File: config.mk
export PLATFORM = sky130hd
export DESIGN_NAME = sra_job_sequencer
export DESIGN_NICKNAME = d
export VERILOG_FILES = /design/src/rtl/sra_seq_pkg.sv /design/src/rtl/sra_result_fifo.sv /design/src/rtl/sra_job_sequencer.sv
export SDC_FILE = /design/constraint.sdc
export NUM_CORES = 1
export LEC_CHECK = 0
export CORE_AREA = 3 3 81 83
export CTS_BUF_LIST = sky130_fd_sc_hd__clkbuf_4 sky130_fd_sc_hd__clkbuf_8 sky130_fd_sc_hd__clkbuf_16
export DETAILED_ROUTE_END_ITERATION = 10
export DIE_AREA = 0 0 84 86
export PLACE_DENSITY = 0.72
export SLEW_MARGIN = 10
export SYNTH_ARGS = -nofsm -noshare
export SYNTH_HDL_FRONTEND = slang
export SYNTH_SLANG_ARGS = --single-unit
File: constraint.sdc
create_clock -name clk -period 6.2 [get_ports clk]
set_clock_uncertainty 0.1 [all_clocks]
set_input_delay 0.93 -clock clk [delete_from_list [all_inputs] [get_ports clk]]
set_output_delay 0.93 -clock clk [all_outputs]
set_load 0.01 [all_outputs]
File: src/rtl/sra_seq_pkg.sv
// Shared types for the SRA job sequencer: FSM states, default widths, result entry.
package sra_seq_pkg;

    localparam int unsigned SEQ_DW    = 8;
    localparam int unsigned SEQ_TAG_W = 4;

    typedef enum logic [2:0] {
        StIdle,
        StLaunch,
        StSettle,
        StWait,
        StRecover
    } seq_state_e;

    // One buffered job result at the default widths.
    typedef struct packed {
        logic [SEQ_DW-1:0]    data;
        logic [SEQ_TAG_W-1:0] tag;
        logic                 err;
    } res_entry_t;

endpackage

File: src/rtl/sra_result_fifo.sv
// Synchronous show-ahead result buffer with occupancy count.
module sra_result_fifo #(
    parameter int unsigned WIDTH = 13,
    parameter int unsigned DEPTH = 2
) (
    input  logic                       clk,
    input  logic                       CLR,
    input  logic                       push,
    input  logic [WIDTH-1:0]           push_data,
    input  logic                       pop,
    output logic [WIDTH-1:0]           head,
    output logic                       valid,
    output logic [$clog2(DEPTH+1)-1:0] count
);

    localparam int unsigned PW = (DEPTH > 1) ? $clog2(DEPTH) : 1;
    localparam int unsigned CW = $clog2(DEPTH + 1);

    logic [WIDTH-1:0] mem_q [DEPTH];
    logic [PW-1:0]    wr_ptr_q, rd_ptr_q;
    logic [CW-1:0]    count_q;
    logic             do_push, do_pop;

    function automatic logic [PW-1:0] ptr_inc(input logic [PW-1:0] p);
        return (p == PW'(DEPTH - 1)) ? '0 : p + PW'(1);
    endfunction

    // Pop only when occupied; a push into a full buffer is legal when a pop frees the slot.
    always_comb begin
        do_pop  = pop && (count_q != '0);
        do_push = push && ((count_q < CW'(DEPTH)) || do_pop);
    end

    // Storage needs no reset: the head is gated by valid.
    always_ff @(posedge clk) begin
        if (do_push) begin
            mem_q[wr_ptr_q] <= push_data;
        end
    end

    // Pointer and occupancy tracking.
    always_ff @(posedge clk) begin
        if (CLR) begin
            wr_ptr_q <= '0;
            rd_ptr_q <= '0;
            count_q  <= '0;
        end else begin
            if (do_push) begin
                wr_ptr_q <= ptr_inc(wr_ptr_q);
            end
            if (do_pop) begin
                rd_ptr_q <= ptr_inc(rd_ptr_q);
            end
            if (do_push && !do_pop) begin
                count_q <= count_q + CW'(1);
            end else if (do_pop && !do_push) begin
                count_q <= count_q - CW'(1);
            end
        end
    end

    assign valid = (count_q != '0);
    assign head  = valid ? mem_q[rd_ptr_q] : '0;
    assign count = count_q;

endmodule

File: src/rtl/sra_job_sequencer.sv
// Job sequencer for the square-root unit: accepts operands, launches the unit, waits for
// Done under a watchdog, and buffers tagged results.
module sra_job_sequencer
    import sra_seq_pkg::*;
#(
    parameter int unsigned DW         = SEQ_DW,
    parameter int unsigned TAG_W      = SEQ_TAG_W,
    parameter int unsigned TIMEOUT    = 255,
    parameter int unsigned FIFO_DEPTH = 2
) (
    input  logic             clk,
    input  logic             CLR,
    input  logic             op_valid,
    output logic             op_ready,
    input  logic [DW-1:0]    op_a,
    input  logic [DW-1:0]    op_b,
    output logic [DW-1:0]    sra_in1,
    output logic [DW-1:0]    sra_in2,
    output logic             sra_start,
    output logic             sra_clr,
    input  logic             sra_done,
    input  logic [DW-1:0]    sra_out,
    output logic             res_valid,
    input  logic             res_ready,
    output logic [DW-1:0]    res_data,
    output logic [TAG_W-1:0] res_tag,
    output logic             res_err,
    output logic             busy
);

    localparam int unsigned WD_W = (TIMEOUT > 1) ? $clog2(TIMEOUT) : 1;
    localparam int unsigned CW   = $clog2(FIFO_DEPTH + 1);
    localparam int unsigned EW   = DW + TAG_W + 1;

    seq_state_e       state_q, state_d;
    logic [DW-1:0]    in1_q, in2_q;
    logic [TAG_W-1:0] tag_q, tag_ctr_q;
    logic [WD_W-1:0]  wd_q;
    logic             accept, wd_inc, push, push_err;
    logic [EW-1:0]    push_data, head;
    logic [CW-1:0]    fifo_count;

    // Ready depends only on state and buffer space so every pushed result is guaranteed a slot.
    assign op_ready = (state_q == StIdle) && (fifo_count < CW'(FIFO_DEPTH));

    // Next-state and per-state strobes.
    always_comb begin
        state_d  = state_q;
        accept   = 1'b0;
        wd_inc   = 1'b0;
        push     = 1'b0;
        push_err = 1'b0;
        unique case (state_q)
            StIdle: begin
                if (op_valid && op_ready) begin
                    accept  = 1'b1;
                    state_d = StLaunch;
                end
            end
            StLaunch: state_d = StSettle;
            // Done may still be high from the previous job here, so it is not looked at.
            StSettle: state_d = StWait;
            StWait: begin
                if (sra_done) begin
                    push    = 1'b1;
                    state_d = StIdle;
                end else if (wd_q == WD_W'(TIMEOUT - 1)) begin
                    push     = 1'b1;
                    push_err = 1'b1;
                    state_d  = StRecover;
                end else begin
                    wd_inc = 1'b1;
                end
            end
            StRecover: state_d = StIdle;
            default:   state_d = StIdle;
        endcase
    end

    // State, operand/tag capture and watchdog registers.
    always_ff @(posedge clk) begin
        if (CLR) begin
            state_q   <= StIdle;
            in1_q     <= '0;
            in2_q     <= '0;
            tag_q     <= '0;
            tag_ctr_q <= '0;
            wd_q      <= '0;
        end else begin
            state_q <= state_d;
            if (accept) begin
                in1_q     <= op_a;
                in2_q     <= op_b;
                tag_q     <= tag_ctr_q;
                tag_ctr_q <= tag_ctr_q + TAG_W'(1);
            end
            if (state_q == StSettle) begin
                wd_q <= '0;
            end else if (wd_inc) begin
                wd_q <= wd_q + WD_W'(1);
            end
        end
    end

    assign push_data = {(push_err ? {DW{1'b0}} : sra_out), tag_q, push_err};

    sra_result_fifo #(
        .WIDTH (EW),
        .DEPTH (FIFO_DEPTH)
    ) u_fifo (
        .clk       (clk),
        .CLR       (CLR),
        .push      (push),
        .push_data (push_data),
        .pop       (res_ready),
        .head      (head),
        .valid     (res_valid),
        .count     (fifo_count)
    );

    assign res_data  = head[EW-1 -: DW];
    assign res_tag   = head[TAG_W:1];
    assign res_err   = head[0];
    assign sra_in1   = in1_q;
    assign sra_in2   = in2_q;
    assign sra_start = (state_q == StLaunch);
    assign sra_clr   = CLR | (state_q == StRecover);
    assign busy      = (state_q != StIdle);

endmodule
# After elaboration in Yosys (flattened, before gate mapping)
# Memory sizes are Yosys's and may differ from the RTL's. A register that Yosys moved wholly into a read port is not among the register bits.
# Cells that the tools add are included.
# W data, S select, Z words.
[classes] n_eq_ne=7 addsub=6 n_mux=24 bitwise_logic=1 n_lt_le_gt_ge=1 n_reduce_logical=15
[op_table] op="$mux W1" n=16
[op_table] op="$mux W13" n=1
[op_table] op="$pmux W3 S4" n=1
[op_table] op="$mux W3" n=3
[op_table] op="$add A8 B1 Y8 const B" n=1
[op_table] op="$eq A8 B8 Y1 const B" n=1
[op_table] op="$mux W8" n=1
[op_table] op="$eq A3 B2 Y1 const B" n=2
[op_table] op="$logic_and A1 B1 Y1" n=6
[op_table] op="$add A4 B1 Y4 const B" n=1
[op_table] op="$mux W2" n=2
[op_table] op="$reduce_bool A2 Y1" n=2
[op_table] op="$eq A3 B1 Y1 const B" n=1
[op_table] op="$eq A3 B3 Y1 const B" n=1
[op_table] op="$logic_not A3 Y1" n=1
[op_table] op="$ne A3 B3 Y1 const B" n=1
[op_table] op="$reduce_bool A3 Y1" n=1
[op_table] op="$add A1 B1 Y1 const B" n=2
[op_table] op="$add A2 B1 Y2 const B" n=1
[op_table] op="$logic_not A1 Y1" n=2
[op_table] op="$lt A2 B2 Y1 const B" n=1
[op_table] op="$ne A2 B1 Y1 const B" n=1
[op_table] op="$reduce_and A2 Y1" n=1
[op_table] op="$reduce_or A2 Y1" n=1
[op_table] op="3 further kinds" n=3
[totals] ff_bits=39 ram_bits=26 memories=1 word_cells=64 in_bits=29
[mem_list] name="u_fifo.mem_q" depth=2 width=13 read_ports=1 rd_ports_with_merged_regs=1 write_ports=1 line_no="sra_result_fifo.sv:19" text="logic [WIDTH-1:0] mem_q [DEPTH];"

# Logic depth before layout (Yosys ltp)
# Gate-level depths: netlist (run 1).
[logic_depth] word_depth=9 depth_mapped=9 depth_no_buf=9

# By module
# Synthesis (run 1) repeated with hierarchy kept, for this count alone.
[unflattened] hier_cells=266 hier_area_um2=2772.7
[by_module_without_submodules] module="sra_job_sequencer" n_inst=1 seq_area_each_um2=700.7 area_per_inst_um2=1574.0 cells_per_inst=184
[by_module_without_submodules] module="sra_result_fifo" n_inst=1 seq_area_each_um2=880.8 area_per_inst_um2=1198.6 cells_per_inst=82

# Least setup slack after synthesis (run 1)
# Ideal clock, no wire load.
[synth_path] path_kind="input-to-output" start="input port CLR" end="output port sra_clr" required_ns=5.170 path_stages=2 arrival_ns=1.258 setup_slack_ns=3.912 path_cell_list="clkbuf_1 > a21o_1"
[synth_via] elab_chain_cells=1
[synth_lines] element="start: declaration" line_no="sra_job_sequencer.sv:12" text="input logic CLR,"
[synth_lines] element="$or A1 B1 Y1" line_no="sra_job_sequencer.sv:127" text="assign sra_clr = CLR | (state_q == StRecover);"
[synth_lines] element="end: declaration" line_no="sra_job_sequencer.sv:20" text="output logic sra_clr,"
# No other way between the ends.

# Worst setup path in the final report (run 1)
# Same ends and word-level chain as after synthesis.

==> results.toml, run 1 <==
[cts]
cts_setup_buffers = 0
cts-root-buf = "clkbuf_8"
insertion_delay_ns = 0.33
cts_sinks = 66
cts_tree = "built"
clk_path_buf_depth = 2
path_clk_slew_ns = 0.07
cts_hold_buf = 0
cts_max_level = 3
cts_buffers = 9
post_cts_resized = 0

[timing]
fmax_ghz = 0.293
timing.final.crit_share_pct = 55.0
holdWs_ns = 0.344
setup_viol = 0
maxSlewViolCount = 0
finalSetupTns_ns = 0
period_needed_ns = 3.41
hold_viol = 0
grt_setup_unrepaired = "no"
finalWorstSetupSlack_ns = 2.79
worstMarginPinSlew_ns = 0.895
max_slew_margin_pct = 40.1

[floorplan]
start_util_pct = 45.9
pin_count = 63
rows = 28
fp.coreArea_mm2 = 0.00592
die_h_um = 86
die_w_um = 84
dieArea_mm2 = 0.00722

[global_route]
grt_max_degree = 35
grt_first_pass_wirelength_um = 8900
antenna_found_initial = 0
global_route.overflow_total = 0
grt_pass1_vias = 1939
grt.total_usage_pct = 15.5

[cells_and_area]
layout.nets = 357
area_growth_pct = 32.2
num_antenna_cells = 0
stdcell_area_mm2 = 0.00359
drive_gt1_share_pct = 6.69

[place]
pre_cts_slack_ns = 2.79
dpl.hpwl_um = 3730
numPortBuffers = 62
dpl_cell_area_mm2 = 0.00337
finalWeightedCongestion = 0.745

[power]
p_clk_share_pct = 31.2
power_density_mw_per_mm2 = 357
pwr-share-comb_pct = 26.8
finalPower_uw = 1280
ir_drop_mv = 0.166
p_sw_uw = 361
p_int_uw = 922
switching_share_pct = 28.1
seqPwrFrac_pct = 42.0
leakage_uw = 0.00132

[critical_path]
critical_path_required_ns = 5.17
worst-endpoint-arrival_ns = 2.38
crit_path_start_kind = "input pin"
cp-end-kind = "output pin"
cp_max_fo = 34
crit_type = "input pin to output pin"

[min_path]
min-delay-path-class = "flip-flop to flip-flop"

[flow_run]
drv_cap = 0

[routing]
via_per_inst = 4.99
first_iter_violations = 52
drc = 0
wirelength_um = 5290
wire_per_inst_um = 13.1
firstDrtPassIters = 4
antenna_left = 0
num_vias = 2015

[logic_synthesis]
synth_area_per_cell_um2 = 10.3
syn_nets = 298
async_flop_share_pct = 0
synth_area_mm2 = 0.00272
syn_inst = 265
synth_ff_type = "dfxtp_1"
ys_seq_area_share_pct = 58.2
synth-warning-count = 0
ys_ff_latch = 66
synth_cell_types = 35
synth_edf_count = 26

[outcome]
status = "completed"
==> routing by layer <==
layer,vias up,track usage [%],wire length (µm)
met5,-,0,0
met4,0,7.46,96
met3,9,4.13,225
met2,46,27.0,2640
met1,937,17.7,2330
li1,1023,-,-
==> worst max-delay path, stage by stage <==
cell and delay, ns:
clkdlybuf4s50_1 0.46, buf_4 0.33, a21o_1 0.13, clkdlybuf4s50_1 0.52
==> area by class of cell <==
cell class	count	area [µm²]
Tap cell	75	93.8
Inverter	6	22.5
Fill cell	500	2330
Sequential cell	66	1580
Timing Repair Buffer	63	628
Clock buffer	13	160
Clock inverter	3	65.1
Multi-Input combinational cell	178	1040
==> Yosys cell counts (2+ instances only) <==
cell type | count | area [µm²]
a21o_1 | 4 | 30.0
a21oi_1 | 27 | 135
and2_1 | 2 | 12.5
and3_1 | 6 | 37.5
and4_1 | 2 | 17.5
buf_2 | 3 | 15.0
buf_4 | 3 | 22.5
clkbuf_1 | 8 | 30.0
dfxtp_1 | 40 | 801
edfxtp_1 | 26 | 781
ha_1 | 4 | 50.1
inv_1 | 6 | 22.5
mux2i_1 | 14 | 140
nand2_1 | 45 | 169
nand3_1 | 5 | 25.0
nand4_1 | 2 | 12.5
nor2_1 | 27 | 101
nor2b_1 | 11 | 68.8
nor3_1 | 3 | 15.0
nor3_2 | 2 | 20.0
o21ai_0 | 3 | 15.0
xnor2_1 | 2 | 17.5
xor2_1 | 8 | 70.1
==> cell usage in the layout, fill, tap and decap left out, drive strengths merged <==
cell           count
a211oi             1
a21o               4
a21oi             27
a311oi             1
a31oi              1
a41oi              1
and2               2
and3               6
and4               2
and4bb             1
buf                1
bufinv             2
clkbuf            13
clkdlybuf4s50     62
clkinv             1
dfxtp             40
edfxtp            26
ha                 4
inv                6
mux2i             14
nand2             45
nand2b             1
nand3              5
nand4              2
nor2              27
nor2b             11
nor3               5
nor3b              1
o2111a             1
o211ai             1
o21ai              4
or3                1
xnor2              2
xor2               8
==> power groups by stage <==
stage	Clock, µW	Combinational (µW)	Sequential (µW)
finish	400	344	539
floorplan	0	203	532
CTS	406	351	539
global route	427	379	546
detailed placement	0	351	549
global placement	0	342	547
==> per-stage QoR <==
| step | utilization, % | cells |
|---|---|---|
| floorplan | - | 265 |
| global placement | 56.9 | 388 |
| detailed placement | 56.9 | 388 |
| CTS | 60.7 | 404 |
| global route | 60.7 | 404 |
| finish | 60.7 | 404 |
==> final timing paths <==
check                               from                 end  slack, ns  cells after the start
worst max-delay path                 CLR             sra_clr       2.79                      4
worst min-delay path            tag_q[2]  u_fifo.mem_q[0][3]       0.34                      0
worst max register to register   wd_q[0]     u_fifo.count[1]       3.97                      8
worst min register to register  tag_q[2]  u_fifo.mem_q[0][3]       0.34                      0
==> sequential cells by signal, summed over array words and instances (netlist names), named ones only <==
register,count
sra_in1,8
sra_in2,8
state_q,3
tag_ctr_q,4
tag_q,4
u_fifo.count,2
u_fifo.mem_q,26
u_fifo.rd_ptr_q,1
u_fifo.wr_ptr_q,1
wd_q,8
==> logic make-up (layout without fill, tap and decap cells) <==
kind of cell | count (synthesis) | count (layout) | synth area share (%)
DFF | 66 | 66 | 58.2
muxes | 14 | 14 | 5.15
adders and majority gates | 4 | 4 | 1.84
buffers and inverters | 21 | 85 | 3.50
and+or+nand+nor | 109 | 109 | 19.0
AOI/OAI and AO/OA | 41 | 41 | 9.16
xor gates and xnor gates | 10 | 10 | 3.22
No activity file was read; power rests on OpenSTA's default activity.
==> run 2, diff against run 1 <==
--- a/config.mk
+++ b/config.mk
@@ -5,11 +5,11 @@
 export SDC_FILE = /design/constraint.sdc
 export NUM_CORES = 1
 export LEC_CHECK = 0
-export CORE_AREA = 3 3 81 83
+export CORE_AREA = 3 3 82 84
 export CTS_BUF_LIST = sky130_fd_sc_hd__clkbuf_4 sky130_fd_sc_hd__clkbuf_8 sky130_fd_sc_hd__clkbuf_16
 export DETAILED_ROUTE_END_ITERATION = 10
-export DIE_AREA = 0 0 84 86
-export PLACE_DENSITY = 0.72
+export DIE_AREA = 0 0 85 87
+export PLACE_DENSITY = 0.74
 export SLEW_MARGIN = 10
 export SYNTH_ARGS = -nofsm -noshare
 export SYNTH_HDL_FRONTEND = slang
==> constraint.sdc (replaced) <==
create_clock -name clk -period 2.9 [get_ports clk]
set_clock_uncertainty 0.1 [all_clocks]
set_input_delay 0.435 -clock clk [delete_from_list [all_inputs] [get_ports clk]]
set_output_delay 0.435 -clock clk [all_outputs]
set_load 0.01 [all_outputs]
==> results.toml, run 2 (synthesis results as in run 1) <==
[floorplan]
die_w_um = 85
rows = 28
pin_count = 63
start_util_pct = 45.4
dieArea_mm2 = 0.00740
fp.coreArea_mm2 = 0.00599
die_h_um = 87

[timing]
fmax_ghz = 0.392
max_slew_margin_pct = 43.2
timing.final.crit_share_pct = 88.0
worstMarginPinSlew_ns = 0.850
grt_setup_unrepaired = "no"
setup_viol = 0
finalSetupTns_ns = 0
hold_viol = 0
period_needed_ns = 2.55
maxSlewViolCount = 0

[place]
dpl.hpwl_um = 3670
finalWeightedCongestion = 0.815
numPortBuffers = 62

[global_route]
antenna_found_initial = 0
global_route.overflow_total = 0
grt_first_pass_wirelength_um = 8730
grt_max_degree = 34
grt.total_usage_pct = 15.1
grt_pass1_vias = 1866

[critical_path]
crit_type = "flip-flop to output pin"
cp-end-kind = "output pin"
worst-endpoint-arrival_ns = 2.02
critical_path_required_ns = 2.37
cp_max_fo = 14
crit_path_start_kind = "flip-flop"

[min_path]
min-delay-path-class = "flip-flop to flip-flop"

[routing]
antenna_left = 0
num_vias = 2028
drc = 0
wire_per_inst_um = 12.9
via_per_inst = 4.98
firstDrtPassIters = 4
wirelength_um = 5250
first_iter_violations = 115

[cts]
clk_path_buf_depth = 2
path_clk_slew_ns = 0.07
insertion_delay_ns = 0.33
cts_max_level = 3
cts_setup_buffers = 0
cts_sinks = 66
cts_hold_buf = 0
cts_buffers = 9
post_cts_resized = 0
cts-root-buf = "clkbuf_8"
cts_tree = "built"

[cells_and_area]
final_cell_mix = "clkdlybuf4s50_1 (62), nand2_1 (45), dfxtp_1 (40)"
top_register = "u_fifo.mem_q"
largest_reg_flops = 26
num_antenna_cells = 0
layout.nets = 360
final_common_cell = "clkdlybuf4s50_1"
area_growth_pct = 31.8
drive_gt1_share_pct = 7.53

[power]
p_sw_uw = 783
leakage_uw = 0.00131
ir_drop_mv = 0.371
seqPwrFrac_pct = 43.3
switching_share_pct = 29.6
power_density_mw_per_mm2 = 739
p_int_uw = 1870
p_clk_share_pct = 28.1
finalPower_uw = 2650
pwr-share-comb_pct = 28.5

[outcome]
status = "completed"

[flow_run]
drv_cap = 0
## run 2: cell types whose count changed in the layout (fill, tap and decap cells not counted), sizes merged
cell	before	now
clkinv	1	2
buf	1	4
clkinvlp	0	2
bufinv	2	1
clkbuf	13	11
## run 2: per-layer routing
| layer | global-route usage [%] | up-vias | part of all wire [%] |
|---|---|---|---|
| li1 | - | 1029 | - |
| met5 | 0 | - | 0 |
| met3 | 3.03 | 14 | 5.5 |
| met2 | 24.7 | 62 | 48 |
| met1 | 18.6 | 923 | 44 |
| met4 | 8.92 | 0 | 2.7 |
## run 2: critical path, cell delays in order, from the launching register on
cell	delay, ns
dfxtp_1	0.37
nor2_1	0.67
nor2_1	0.13
clkdlybuf4s50_1	0.51
## run 2: cell type report
cell class | instances | area, µm²
inverter | 6 | 22.5
clock buffer | 11 | 139
tap | 75 | 93.8
timing repair buffer | 66 | 651
fill | 512 | 2410
clock inverter | 5 | 55.1
multi-input combinational | 178 | 1040
sequential | 66 | 1580
## run 2: power groups by stage
stage / Combinational, µW / Sequential [µW] / Clock (µW)
finish: 757 / 1150 / 746
global placement: 752 / 1160 / 0
floorplan: 435 / 1140 / 0
CTS: 770 / 1150 / 763
detailed placement: 767 / 1170 / 0
global route: 841 / 1160 / 808
## run 2: path summary, 6_finish.rpt
path	from	to	slack, ns	cells after the start
setup / recovery	u_fifo.count[1]	res_tag[2]	0.35	3
hold / removal	tag_q[2]	u_fifo.mem_q[1][3]	0.35	0
setup reg to reg	wd_q[0]	u_fifo.count[1]	0.69	8
hold reg to reg	tag_q[2]	u_fifo.mem_q[1][3]	0.35	0
## run 2: through the flow
| step | worst slack [ns] | instance area (µm²) | utilization, % | hold slack, ns | instances |
|---|---|---|---|---|---|
| finish | 0.349 | 3580 | 59.8 | 0.351 | 407 |
| global route | 0.0994 | 3580 | 59.8 | 0.366 | 407 |
| CTS | 0.308 | 3580 | 59.8 | 0.355 | 407 |
| detailed placement | 0.521 | 3390 | 56.6 | 0.338 | 391 |
| global placement | 0.605 | 3390 | 56.6 | 0.333 | 391 |
| floorplan | 0.859 | 2720 | - | 0.325 | 265 |
==> run 3, diff against run 2 <==
--- a/config.mk
+++ b/config.mk
@@ -9,6 +9,7 @@
 export CTS_BUF_LIST = sky130_fd_sc_hd__clkbuf_4 sky130_fd_sc_hd__clkbuf_8 sky130_fd_sc_hd__clkbuf_16
 export DETAILED_ROUTE_END_ITERATION = 10
 export DIE_AREA = 0 0 85 87
+export HOLD_SLACK_MARGIN = 0.1
 export PLACE_DENSITY = 0.74
 export SLEW_MARGIN = 10
 export SYNTH_ARGS = -nofsm -noshare
==> results of run 3 <==
The final DEF is identical to that of run 2; final timing and power are the same.
